**src/rtl/mem_arbiter_pkg.sv**
```systemverilog
// mem_arbiter_pkg: shared encodings for the unified-memory arbiter.
package mem_arbiter_pkg;
   typedef enum logic [1:0] {ST_IDLE = 2'd0, ST_ACCESS = 2'd1, ST_WAIT = 2'd2} state_e;
   typedef enum logic {GNT_I = 1'b0, GNT_D = 1'b1} gnt_e;
   localparam logic [1:0] MEM_RD = 2'b10;
   localparam logic [1:0] MEM_WR = 2'b01;
   localparam int CNT_W = 3;
endpackage

```
**src/rtl/mem_arbiter_lat_counter.sv**
```systemverilog
// mem_lat_counter: load/decrement counter with zero flag that times RAM read latency.
module mem_lat_counter
   import mem_arbiter_pkg::*;
(
   input  logic             clk,
   input  logic             rst,
   input  logic             load_i,
   input  logic             dec_i,
   input  logic [CNT_W-1:0] val_i,
   output logic [CNT_W-1:0] cnt_o,
   output logic             zero_o
);
   logic [CNT_W-1:0] cnt_q;
   always_ff @(posedge clk)
      cnt_q <= rst ? '0 : load_i ? val_i : dec_i ? cnt_q - CNT_W'(1) : cnt_q;
   assign cnt_o  = cnt_q;
   assign zero_o = cnt_q == '0;
endmodule

```
**src/rtl/mem_arbiter.sv**
```systemverilog
// mem_arbiter: serialises fetch and data accesses onto one single-port RAM.
// Define MEM_ARB_RR_EN for round-robin arbitration; default is fixed data priority.
module mem_arbiter
   import mem_arbiter_pkg::*;
#(
   parameter int DATA_W = 8,
   parameter int ADDR_W = 8,
   parameter int RD_LAT = 1,
   parameter int I_BASE = 0
) (
   input  logic              CLK,
   input  logic              rst,
   input  logic              i_req,
   input  logic [ADDR_W-1:0] i_addr,
   output logic [DATA_W-1:0] i_rdata,
   output logic              i_ack,
   input  logic              d_req,
   input  logic              d_we,
   input  logic [ADDR_W-1:0] d_addr,
   input  logic [DATA_W-1:0] d_wdata,
   output logic [DATA_W-1:0] d_rdata,
   output logic              d_ack,
   output logic [1:0]        mem_ctrl,
   output logic [ADDR_W-1:0] mem_addr,
   output logic [DATA_W-1:0] mem_wdata,
   input  logic [DATA_W-1:0] mem_rdata
);
   state_e            state_q, state_d;
   gnt_e              who_q, who_d;
   logic              we_q, we_d, i_ack_q, i_ack_d, d_ack_q, d_ack_d;
   logic [1:0]        ctrl_q, ctrl_d;
   logic [ADDR_W-1:0] addr_q, addr_d;
   logic [DATA_W-1:0] wdata_q, wdata_d;
   logic              grant_data, done, cnt_load, cnt_dec, cnt_zero;
   logic [CNT_W-1:0]  cnt;

`ifdef MEM_ARB_RR_EN
   gnt_e last_q;
   assign grant_data = d_req && (!i_req || last_q == GNT_I);
   always_ff @(posedge CLK)
      last_q <= rst ? GNT_D : (state_q == ST_IDLE && (i_req || d_req)) ? (grant_data ? GNT_D : GNT_I) : last_q;
`else
   assign grant_data = d_req;
`endif

   mem_lat_counter u_cnt (
      .clk   (CLK),
      .rst   (rst),
      .load_i(cnt_load),
      .dec_i (cnt_dec),
      .val_i (CNT_W'(RD_LAT - 1)),
      .cnt_o (cnt),
      .zero_o(cnt_zero)
   );

   always_comb begin
      state_d  = state_q;
      who_d    = who_q;
      we_d     = we_q;
      addr_d   = addr_q;
      wdata_d  = wdata_q;
      ctrl_d   = 2'b00;
      done     = 1'b0;
      cnt_load = 1'b0;
      cnt_dec  = 1'b0;
      case (state_q)
         ST_IDLE: if (i_req || d_req) begin
            state_d = ST_ACCESS;
            who_d   = grant_data ? GNT_D : GNT_I;
            we_d    = grant_data && d_we;
            addr_d  = grant_data ? d_addr : i_addr + ADDR_W'(I_BASE);
            wdata_d = grant_data ? d_wdata : wdata_q;
            ctrl_d  = (grant_data && d_we) ? MEM_WR : MEM_RD;
         end
         ST_ACCESS: begin
            state_d  = ST_WAIT;
            cnt_load = !we_q;
            done     = we_q || (RD_LAT == 1);
         end
         ST_WAIT: begin
            state_d = (i_ack_q || d_ack_q) ? ST_IDLE : ST_WAIT;
            cnt_dec = !cnt_zero;
            // ack is registered, so it is raised one cycle before the counter hits zero
            done    = !(i_ack_q || d_ack_q) && cnt == CNT_W'(1);
         end
         default: state_d = ST_IDLE;
      endcase
      i_ack_d = done && who_q == GNT_I;
      d_ack_d = done && who_q == GNT_D;
   end

   always_ff @(posedge CLK) begin
      if (rst) begin
         state_q <= ST_IDLE;
         who_q   <= GNT_D;
         we_q    <= 1'b0;
         ctrl_q  <= 2'b00;
         addr_q  <= '0;
         wdata_q <= '0;
         i_ack_q <= 1'b0;
         d_ack_q <= 1'b0;
      end else begin
         state_q <= state_d;
         who_q   <= who_d;
         we_q    <= we_d;
         ctrl_q  <= ctrl_d;
         addr_q  <= addr_d;
         wdata_q <= wdata_d;
         i_ack_q <= i_ack_d;
         d_ack_q <= d_ack_d;
      end
   end

   assign mem_ctrl  = ctrl_q;
   assign mem_addr  = addr_q;
   assign mem_wdata = wdata_q;
   assign i_ack     = i_ack_q;
   assign d_ack     = d_ack_q;
   assign i_rdata   = mem_rdata;
   assign d_rdata   = mem_rdata;
endmodule

```
**config.mk**
```make
export PLATFORM = sky130hd
export DESIGN_NAME = mem_arbiter
export DESIGN_NICKNAME = d
export VERILOG_FILES = /design/src/rtl/mem_arbiter_pkg.sv /design/src/rtl/mem_arbiter_lat_counter.sv /design/src/rtl/mem_arbiter.sv
export SDC_FILE = /design/constraint.sdc
export NUM_CORES = 1
export LEC_CHECK = 0
export ABC_AREA = 0
export CAP_MARGIN = 10
export CORE_ASPECT_RATIO = 1.5
export CORE_MARGIN = 2
export CORE_UTILIZATION = 58
export CTS_BUF_LIST = sky130_fd_sc_hd__clkbuf_2
export DETAILED_ROUTE_END_ITERATION = 8
export DONT_BUFFER_PORTS = 1
export PLACE_DENSITY = 0.73
export SETUP_SLACK_MARGIN = 0.15
export SKIP_CTS_REPAIR_TIMING = 1
export SLEW_MARGIN = 20
export SYNTH_ARGS = -nofsm -noshare
export SYNTH_HDL_FRONTEND = slang
export SYNTH_SLANG_ARGS = --single-unit
```
**constraint.sdc**
```tcl
create_clock -name CLK -period 1.28 [get_ports CLK]
set_input_delay 0.128 -clock CLK [delete_from_list [all_inputs] [get_ports CLK]]
set_output_delay 0.128 -clock CLK [all_outputs]
set_load 0.005 [all_outputs]
```
==> results of run 1 <==
[kinds of logic after synthesis]
group	share of synthesized area, %
and+or+nand+nor	14.2
buffers and inverters	14.7
AOI/OAI and AO/OA	17.3
DFF	40.1
muxes	6.68
adders and majority gates	6.49
xor gates and xnor gates	0.649
[state kept, by name, summed over array words and instances (netlist names)]
register	flops
we_q	1
mem_ctrl	2
mem_addr	8
state_q	2
u_cnt.cnt_o	3
who_q	1
mem_wdata	8
d_ack	1
i_ack	1
[cell usage in the layout (no fill, tap or decap), types with 2 or more instances in the layout]
cell / count
sky130_fd_sc_hd__ha_1: 4
sky130_fd_sc_hd__nor2_1: 5
sky130_fd_sc_hd__inv_4: 2
sky130_fd_sc_hd__inv_1: 3
sky130_fd_sc_hd__mux2i_1: 9
sky130_fd_sc_hd__buf_6: 4
sky130_fd_sc_hd__ha_4: 3
sky130_fd_sc_hd__dfxtp_2: 3
sky130_fd_sc_hd__nand2_1: 14
sky130_fd_sc_hd__nand2_2: 3
sky130_fd_sc_hd__dlygate4sd3_1: 19
sky130_fd_sc_hd__clkbuf_2: 3
sky130_fd_sc_hd__a21oi_2: 5
sky130_fd_sc_hd__nor2_2: 3
sky130_fd_sc_hd__buf_4: 8
sky130_fd_sc_hd__nor2_4: 5
sky130_fd_sc_hd__dfxtp_1: 23
sky130_fd_sc_hd__a21oi_1: 5
sky130_fd_sc_hd__nand3_1: 2
sky130_fd_sc_hd__a211oi_2: 10
[routing by layer]
layer	GRT usage (%)	part of all wire, %	vias up
met5	0	0	-
met1	19.8	36	496
met3	5.16	6.1	9
met4	8.33	2.3	0
met2	31.9	56	50
li1	-	-	484
[per-stage QoR]
stage | power [mW] | TNS (ns) | hold slack, ns | instance area [sq um]
after floorplan | 1.53 | 0 | 0.232 | 1400
after global placement | 1.48 | 0 | 0.191 | 1250
after detailed placement | 1.51 | -0.00659 | 0.199 | 1250
after CTS | 1.83 | -0.0604 | -0.236 | 1270
after global routing | 2.29 | -0.169 | -0.212 | 1720
final | 2.17 | 0 | -0.176 | 1720
[where the power goes]
group | switching [mW] | internal, mW | leakage (nW)
Clock | 0.257 | 0.0724 | 0.0126
Sequential | 0.101 | 0.951 | 0.224
Combinational | 0.375 | 0.417 | 0.395
[worst max-delay path: cells and delay by family, from the launching register on]
family	cells	cell delay [ns]
flops	1	0.41
compound gates	2	0.30
simple gates	1	0.25
fa+ha+maj	1	0.16
buf+inv	1	0.07
[worst paths after layout]
path | start | endpoint | slack [ns] | cells after the start
setup reg to reg | state_q[0] | state_q[1] | 0.01 | 5
setup / recovery | state_q[0] | state_q[1] | 0.01 | 5
hold reg to reg | we_q | we_q | 0.50 | 2
hold / removal | d_req | mem_ctrl[1] | -0.18 | 1
[cell type report]
type / count / share of cell area [%]
Multi-Input combinational cell: 84 / 45.2
Inverter: 6 / 1.60
Sequential cell: 27 / 31.9
Tap cell: 23 / 1.67
Clock inverter: 1 / 0.436
Timing Repair Buffer: 32 / 18.3
Clock buffer: 3 / 0.873
==> flow_metrics.tcl, run 1 <==
set metrics [dict create \
    grt_max_degree 26 \
    wp_data_arrival_ns 1.56 \
    areaGrowthSynthToFinish_pct 27.6 \
    clk_pin_slew_ns 0.25 \
    worstPathCellList "inv_4 -> ha_4 -> nor3b_4 -> a21oi_2 -> a221oi_2" \
    detailroute.via_count 1039 \
    synth.net_count 183 \
    syn-instance-count 139 \
    synthesis.area_per_instance_sq_um 9.70 \
    synth.distinct_cells 30 \
    max-cap-violations 0 \
    final.fill_count 145 \
    clk_root_buffer_cell "sky130_fd_sc_hd__clkbuf_2" \
    timing_limited_maximum_frequency_ghz 0.789 \
    port_buffers 0 \
    worst_pin_slew_ns 0.294 \
    clock_sinks 27 \
    hold_violations 13 \
    asyncSetResetFlopFracSynth_pct 0 \
    grt_first_pass_wirelength_microns 3870 \
    max_stage_delay_ns 0.41 \
    yosysWarnings 0 \
    die_h_microns 63.1 \
    multiInputGateArea_sq_um 778 \
    drive_above_1_share_pct 41.2 \
    detailedRoute.firstPassIterationCount 4 \
    design.die.area_sq_um 2740 \
    globalRouteOverflowTotal 0 \
    cts_made_buffers 3 \
    synth_ff_type "sky130_fd_sc_hd__dfxtp_1" \
    insertion_delay_ns 0.37 \
    critical_path.startpoint_type "register" \
    worstPathRequired_ns 1.58 \
    postLayoutSetupSlackWorst_ns 0.0132 \
    cts_max_path_buffers 2 \
    cellPowerDensity_nw_per_um2 1260 \
    slew_viol_final 0 \
    period_needed_ns 1.27 \
    max-vdd-ir-drop_mv 1.09 \
    post-synth-top-count-cell "sky130_fd_sc_hd__dfxtp_1" \
    postSynthRegisterBits 27 \
    detail-route-antenna-nets 0 \
    hold_path.class "input port to register" \
    floorplan.die.width_microns 43.4 \
    critical_path_class "register to register" \
    fin_hold_ws_ns -0.176 \
    via_count_of_the_first_global_routing_pass 894 \
    slew-limit-headroom_pct 80.2 \
    layout_worst_path_cycle_share_pct 99.0 \
    row_count 21 \
    critical_path.max_fanout 6 \
    outcome "complete, but fails checks" \
    floorplan.io_pins 73 \
    gp_routability_congestion 0.718 \
    grtUsageTotal_pct 18.3 \
    timing.critical_path.slowest_stage_cell "sky130_fd_sc_hd__dfxtp_4" \
    worst_clock_skew_ns 0.00787 \
    synth_top_area_cell "sky130_fd_sc_hd__dfxtp_1" \
    post-place-ws_ns -0.00659 \
    failing_checks "negative hold slack" \
    dp_hpwl_microns 1720 \
    post-route-drc-count 0 \
    num_antenna_cells 0 \
    synthTopCellsByArea "sky130_fd_sc_hd__dfxtp_1 40%, sky130_fd_sc_hd__buf_4 8.9%, sky130_fd_sc_hd__a211oi_2 7.4%, sky130_fd_sc_hd__mux2i_1 6.7%, sky130_fd_sc_hd__ha_1 6.5%" \
    detail_route.vias_per_cell 5.90 \
    area.sequential_sq_um 548 \
    ctsHtreeMaxLevel 1 \
    critical_path.endpoint_type "register" \
    floorplan.core_area_sq_um 2210 \
    ys_top_cells_by_count "27 x sky130_fd_sc_hd__dfxtp_1, 17 x sky130_fd_sc_hd__nand2_1, 16 x sky130_fd_sc_hd__buf_4" \
    detail_route.wirelength_microns 3180 \
    ys_seq_area_share_pct 40.1 \
    unrepaired_setup_endpoints_after_global_routing "true" \
    nNetsFinal 198 \
    layout.core_utilization_pct 77.9 \
    non_filler_cells_in_the_finished_layout 176 \
    cts_tree "built" \
    power.leakage_nw 0.632 \
    drt_iter0_markers 23 \
    mappedNetlistArea_sq_um 1350 \
    routedWlPerCell_microns 18.1 \
    timing.final.setup_violations 0 \
    numPlacedInstances 139 \
    antenna_violations_before_repair 0 \
    initial_core_utilization_pct 61.1 \
    yosys.area.top_type_share_pct 40.1 \
    synth-edff-count 0 \
]
Note: power is estimated with default switching activity, not from simulation.
==> run 2: changes to the inputs <==
- CORE_UTILIZATION: 58 -> 64
- PLACE_DENSITY: 0.73 -> 0.77
- clock period: 1.28 -> 1.4 ns (I/O delays scaled with it)
==> run 2 against run 1 <==
The flow still finishes with violations (negative hold slack). Total power decreased by 22%. Worst hold slack got worse by 0.0083 ns. Clock power shrank 14%. Critical path depth is the same. Sequential share of layout area grew 9.3 points. Non-clock buffer count decreased by 24. Flip-flop and latch count did not move. Combinational power down 40%. Critical endpoint is now state_q[0]. Largest power group unchanged. Highest routed layer unchanged.
==> flow_metrics.tcl, run 2 (synthesis gave the netlist of run 1 again) <==
set metrics [dict create \
    insertion_delay_ns 0.35 \
    routedWlPerCell_microns 16.6 \
    areaGrowthSynthToFinish_pct -1.30 \
    worstPathRequired_ns 1.67 \
    cts_max_path_buffers 2 \
    worst_hold_startpoint "rst" \
    worst_pin_slew_ns 0.324 \
    design_area_sq_um 1330 \
    layout_worst_path_cycle_share_pct 91.7 \
    max-cap-violations 0 \
    clk_root_buffer_cell "sky130_fd_sc_hd__clkbuf_2" \
    worstPathCellList "inv_4 -> ha_4 -> nor3b_4 -> mux2i_1 -> nor2_1" \
    reg2reg_slack_ns 0.12 \
    timing.critical_path.from "state_q[0]" \
    unrepaired_setup_endpoints_after_global_routing "true" \
    design.die.area_sq_um 2500 \
    critical_path.startpoint_type "register" \
    floorplan.io_pins 73 \
    drive_above_1_share_pct 32.0 \
    initial_core_utilization_pct 67.4 \
    detail-route-antenna-nets 0 \
    outcome "complete, but fails checks" \
    slew-limit-headroom_pct 78.2 \
    holdPathEnd "mem_addr[5]" \
    grtUsageTotal_pct 18.3 \
    die_h_microns 60.2 \
    slew_viol_final 0 \
    cellPowerDensity_nw_per_um2 1280 \
    antenna_violations_before_repair 0 \
    launching_point_of_the_worst_reg2reg_path "state_q[0]" \
    timing.critical_path.slowest_stage_cell "sky130_fd_sc_hd__dfxtp_4" \
    final.fill_count 167 \
    port_buffers 0 \
    setup_tns_ns 0 \
    dpl_cell_area_sq_um 1220 \
    max-vdd-ir-drop_mv 0.815 \
    period_needed_ns 1.28 \
    critical_path.endpoint_type "register" \
    final_cell_mix "23 x sky130_fd_sc_hd__dfxtp_1, 17 x sky130_fd_sc_hd__nand2_1, 11 x sky130_fd_sc_hd__nor2_1" \
    post-route-drc-count 0 \
    detail_route.wirelength_microns 2500 \
    gp_routability_congestion 0.722 \
    detailedRoute.firstPassIterationCount 3 \
    critical_path_class "register to register" \
    multiInputGateArea_sq_um 648 \
    timing_limited_maximum_frequency_ghz 0.779 \
    clk_pin_slew_ns 0.24 \
    crit-reg2reg-capture "state_q[0]" \
    area.sequential_sq_um 548 \
    timing.reg2reg.worst_path_depth 5 \
    dp_hpwl_microns 1740 \
    failing_checks "negative hold slack" \
    floorplan.die.width_microns 41.5 \
    detailroute.via_count 919 \
    cts_made_buffers 3 \
    layout.cells.most_common "sky130_fd_sc_hd__dfxtp_1" \
    cts_tree "built" \
    grt_first_pass_wirelength_microns 3480 \
    nNetsFinal 173 \
    floorplan.core_area_sq_um 2000 \
    worst_clock_skew_ns 0.00665 \
    grt_busiest_layer "met2" \
    max_stage_delay_ns 0.40 \
    timing.final.setup_violations 0 \
    hold_violations 26 \
    drt_iter0_markers 12 \
    hold_path.class "input port to register" \
    grt_max_degree 26 \
    power.leakage_nw 0.498 \
    globalRouteOverflowTotal 0 \
    wp_data_arrival_ns 1.56 \
    fin_hold_ws_ns -0.184 \
    detail_route.vias_per_cell 6.13 \
    ctsHtreeMaxLevel 1 \
    grt_use_met2_pct 30.6 \
    hold_depth 1 \
    met1_grt_util_pct 20.3 \
    via_count_of_the_first_global_routing_pass 815 \
    row_count 20 \
    clock_sinks 27 \
    gr-usage-met3_pct 5.14 \
    critical_path.max_fanout 6 \
    num_antenna_cells 0 \
]
[run 2: cell count changes in the layout (fill, tap and decap cells not counted), moves of 4 or more]
cell	change
sky130_fd_sc_hd__nor2_4	-5
sky130_fd_sc_hd__dlygate4sd3_1	-19
sky130_fd_sc_hd__a21oi_1	+4
sky130_fd_sc_hd__buf_6	-4
sky130_fd_sc_hd__nor2_1	+6
sky130_fd_sc_hd__a21oi_2	-4
[run 2: worst max path at each step]
stage / end / slack (ns)
global route: state_q[0] / 0.08
detailed placement: u_cnt.cnt_o[1] / 0.06
floorplan: who_q / 0.17
global placement: u_cnt.cnt_o[2] / 0.16
finish: state_q[0] / 0.12
CTS: u_cnt.cnt_o[1] / 0.02
[run 2: area by class of cell]
class | instances | share of cell area [%]
multi-input combinational | 83 | 48.7
tap | 22 | 2.07
sequential | 27 | 41.2
timing repair buffer | 8 | 4.51
inverter | 6 | 2.07
clock inverter | 1 | 0.376
clock buffer | 3 | 1.13
[run 2: critical path: cells and delay by family, from the launching register on]
family	cells	cell delay (ns)
buf+inv	1	0.07
flops	1	0.40
simple gates	2	0.35
mux	1	0.23
fa+ha+maj	1	0.16
[run 2: per-layer routing]
| layer | wire (microns) | up-vias |
|---|---|---|
| li1 | - | 431 |
| met1 | 967 | 444 |
| met2 | 1310 | 38 |
| met3 | 177 | 6 |
| met4 | 40 | 0 |
| met5 | 0 | - |
[run 2: through the flow]
step           power (mW)  utilization (%)  setup WS [ns]  hold slack (ns)  instances
2_1_floorplan        1.36                -          0.174            0.244        139
3_3_place_gp         1.33             60.9          0.158            0.208        138
3_5_place_dp         1.35             60.9         0.0642            0.209        138
4_1_cts              1.63             61.9         0.0190           -0.204        142
5_1_grt              1.80             66.5         0.0802           -0.247        150
6_report             1.70             66.5          0.116           -0.184        150
[run 2: power by group]
part | internal, mW | switching [mW] | total (mW)
registers | 0.869 | 0.0741 | 0.943
logic | 0.235 | 0.238 | 0.472
clock network | 0.0648 | 0.220 | 0.284
total | 1.17 | 0.531 | 1.70
==> run 3: changes to the inputs <==
- ABC_AREA: 0 -> 1
==> run 3 against run 2 <==
The flow still finishes with violations (negative hold slack). Synthesized area shrank 1.9%. Sequential share of layout area shrank 5.1 points. Via count grew 24%. Total power grew 3.8%. Wire length grew 18%. Flip-flop and latch count is the same. Non-clock buffer count grew 13. Final area grew 14%. Synthesized cell count grew 29%.
==> flow_metrics.tcl, run 3 <==
set metrics [dict create \
    antenna_violations_before_repair 0 \
    areaGrowthSynthToFinish_pct 14.8 \
    drt_iter0_markers 17 \
    layout.cells.most_common "sky130_fd_sc_hd__nor2_1" \
    design.die.area_sq_um 2450 \
    final.fill_count 143 \
    asyncSetResetFlopFracSynth_pct 0 \
    ys_top_cells_by_count "43 x sky130_fd_sc_hd__nor2_1, 37 x sky130_fd_sc_hd__nand2_1, 27 x sky130_fd_sc_hd__dfxtp_1" \
    failing_checks "negative hold slack" \
    power.leakage_nw 0.650 \
    globalRouteOverflowTotal 0 \
    cellPowerDensity_nw_per_um2 1160 \
    slew-limit-headroom_pct 77.0 \
    slew_viol_final 0 \
    detailroute.via_count 1140 \
    yosysWarnings 0 \
    layout_worst_path_cycle_share_pct 92.3 \
    worstPathCellList "inv_2 -> ha_4 -> nand2_8 -> buf_4 -> o21ai_0 -> nor2_1" \
    mappedNetlistArea_sq_um 1320 \
    dp_hpwl_microns 1880 \
    cts_tree "built" \
    die_h_microns 59.7 \
    timing.critical_path.slowest_stage_cell "sky130_fd_sc_hd__dfxtp_2" \
    detail_route.wirelength_microns 2940 \
    postSynthRegisterBits 27 \
    clock_sinks 27 \
    synth.distinct_cells 21 \
    critical_path.startpoint_type "register" \
    num_antenna_cells 0 \
    max-cap-violations 0 \
    row_count 20 \
    worstPathRequired_ns 1.69 \
    routedWlPerCell_microns 14.2 \
    timing.critical_path.from "state_q[1]" \
    nNetsFinal 230 \
    synthTopCellsByArea "sky130_fd_sc_hd__dfxtp_1 41%, sky130_fd_sc_hd__nor2_1 12%, sky130_fd_sc_hd__nand2_1 11%, sky130_fd_sc_hd__buf_4 9.1%, sky130_fd_sc_hd__ha_1 6.6%" \
    detail-route-antenna-nets 0 \
    period_needed_ns 1.29 \
    outcome "complete, but fails checks" \
    floorplan.io_pins 73 \
    fin_hold_ws_ns -0.0446 \
    path_delay_family "flip-flops" \
    critical_path.max_fanout 7 \
    detail_route.vias_per_cell 5.51 \
    worst_clock_skew_ns 0.00839 \
    ys_seq_area_share_pct 40.9 \
    launching_point_of_the_worst_reg2reg_path "state_q[1]" \
    synth.net_count 223 \
    gp_routability_congestion 0.853 \
    final_cell_mix "39 x sky130_fd_sc_hd__nor2_1, 37 x sky130_fd_sc_hd__nand2_1, 23 x sky130_fd_sc_hd__dfxtp_1, 15 x sky130_fd_sc_hd__o21ai_0, 13 x sky130_fd_sc_hd__dlygate4sd3_1" \
    initial_core_utilization_pct 66.1 \
    postLayoutSetupSlackWorst_ns 0.107 \
    worst_pin_slew_ns 0.344 \
    timing.final.setup_violations 0 \
    detailedRoute.firstPassIterationCount 4 \
    grtUsageTotal_pct 23.4 \
    floorplan.core_area_sq_um 2000 \
    reg2reg_slack_ns 0.11 \
    critPathBufInv 2 \
    numPlacedInstances 183 \
    via_count_of_the_first_global_routing_pass 1005 \
    synth_ff_type "sky130_fd_sc_hd__dfxtp_1" \
    clk_pin_slew_ns 0.26 \
    synth_top_area_cell "sky130_fd_sc_hd__dfxtp_1" \
    ctsHtreeMaxLevel 1 \
    unrepaired_setup_endpoints_after_global_routing "true" \
    drive_above_1_share_pct 19.5 \
    grt_max_degree 17 \
    grt_first_pass_wirelength_microns 4040 \
    non_filler_cells_in_the_finished_layout 207 \
    syn-instance-count 179 \
    synth-edff-count 0 \
    insertion_delay_ns 0.36 \
    wp_data_arrival_ns 1.58 \
    post-place-ws_ns 0.0500 \
    critical_path.endpoint_type "register" \
    total_power_mw 1.76 \
    floorplan.die.width_microns 41.1 \
    hold_violations 1 \
    post-synth-top-count-cell "sky130_fd_sc_hd__nor2_1" \
    max_stage_delay_ns 0.39 \
    max-vdd-ir-drop_mv 0.817 \
    critical_path_class "register to register" \
    clk_root_buffer_cell "sky130_fd_sc_hd__clkbuf_2" \
    hold_path.class "input port to register" \
    worst_hold_startpoint "d_wdata[6]" \
    cts_max_path_buffers 2 \
    post-route-drc-count 0 \
    synthesis.area_per_instance_sq_um 7.39 \
    cts_made_buffers 3 \
    yosys.area.top_type_share_pct 40.9 \
    port_buffers 0 \
    layout.core_utilization_pct 75.8 \
    timing_limited_maximum_frequency_ghz 0.774 \
]
-- run 3: layout make-up --
type	count	area, sq um	share of cell area [%]
tap	22	27.5	1.81
multi-input combinational	120	667	43.9
sequential	27	548	36.1
clock inverter	1	7.51	0.495
inverter	13	62.6	4.12
timing repair buffer	21	190	12.5
clock buffer	3	15.0	0.989
-- run 3: per-stage QoR --
step,setup TNS [ns],cell area (sq um)
floorplan,0,1330
global placement,0,1220
detailed placement,0,1220
CTS,-0.00396,1240
global route,0,1520
finish,0,1520
-- run 3: logic make-up (layout without fill, tap and decap cells) --
group,Yosys count,after routing,synth area share (%)
adders and majority gates,7,7,6.62
DFF,27,27,40.9
and+or+nand+nor,89,89,27.6
AOI/OAI and AO/OA,24,24,10.2
buffers and inverters,32,38,14.7
-- run 3: power breakdown --
| group | leakage, nW | internal [mW] | total [mW] | switching [mW] |
|---|---|---|---|---|
| combinational | 0.413 | 0.215 | 0.500 | 0.284 |
| clock | 0.0126 | 0.0662 | 0.302 | 0.236 |
| sequential | 0.224 | 0.876 | 0.963 | 0.0864 |
-- run 3: metal layers --
layer | vias up | wire length, microns | GRT usage (%)
li1 | 559 | - | -
met1 | 514 | 1070 | 26.6
met2 | 61 | 1570 | 39.1
met3 | 6 | 248 | 7.06
met4 | 0 | 46 | 8.76
met5 | - | 0 | 0
-- run 3: final timing paths --
| kind | to | depth (start not counted) |
|---|---|---|
| worst min-delay path | mem_wdata[6] | 2 |
| worst max-delay path | mem_wdata[7] | 6 |
| worst max register to register | mem_wdata[7] | 6 |
| worst min register to register | d_ack | 2 |
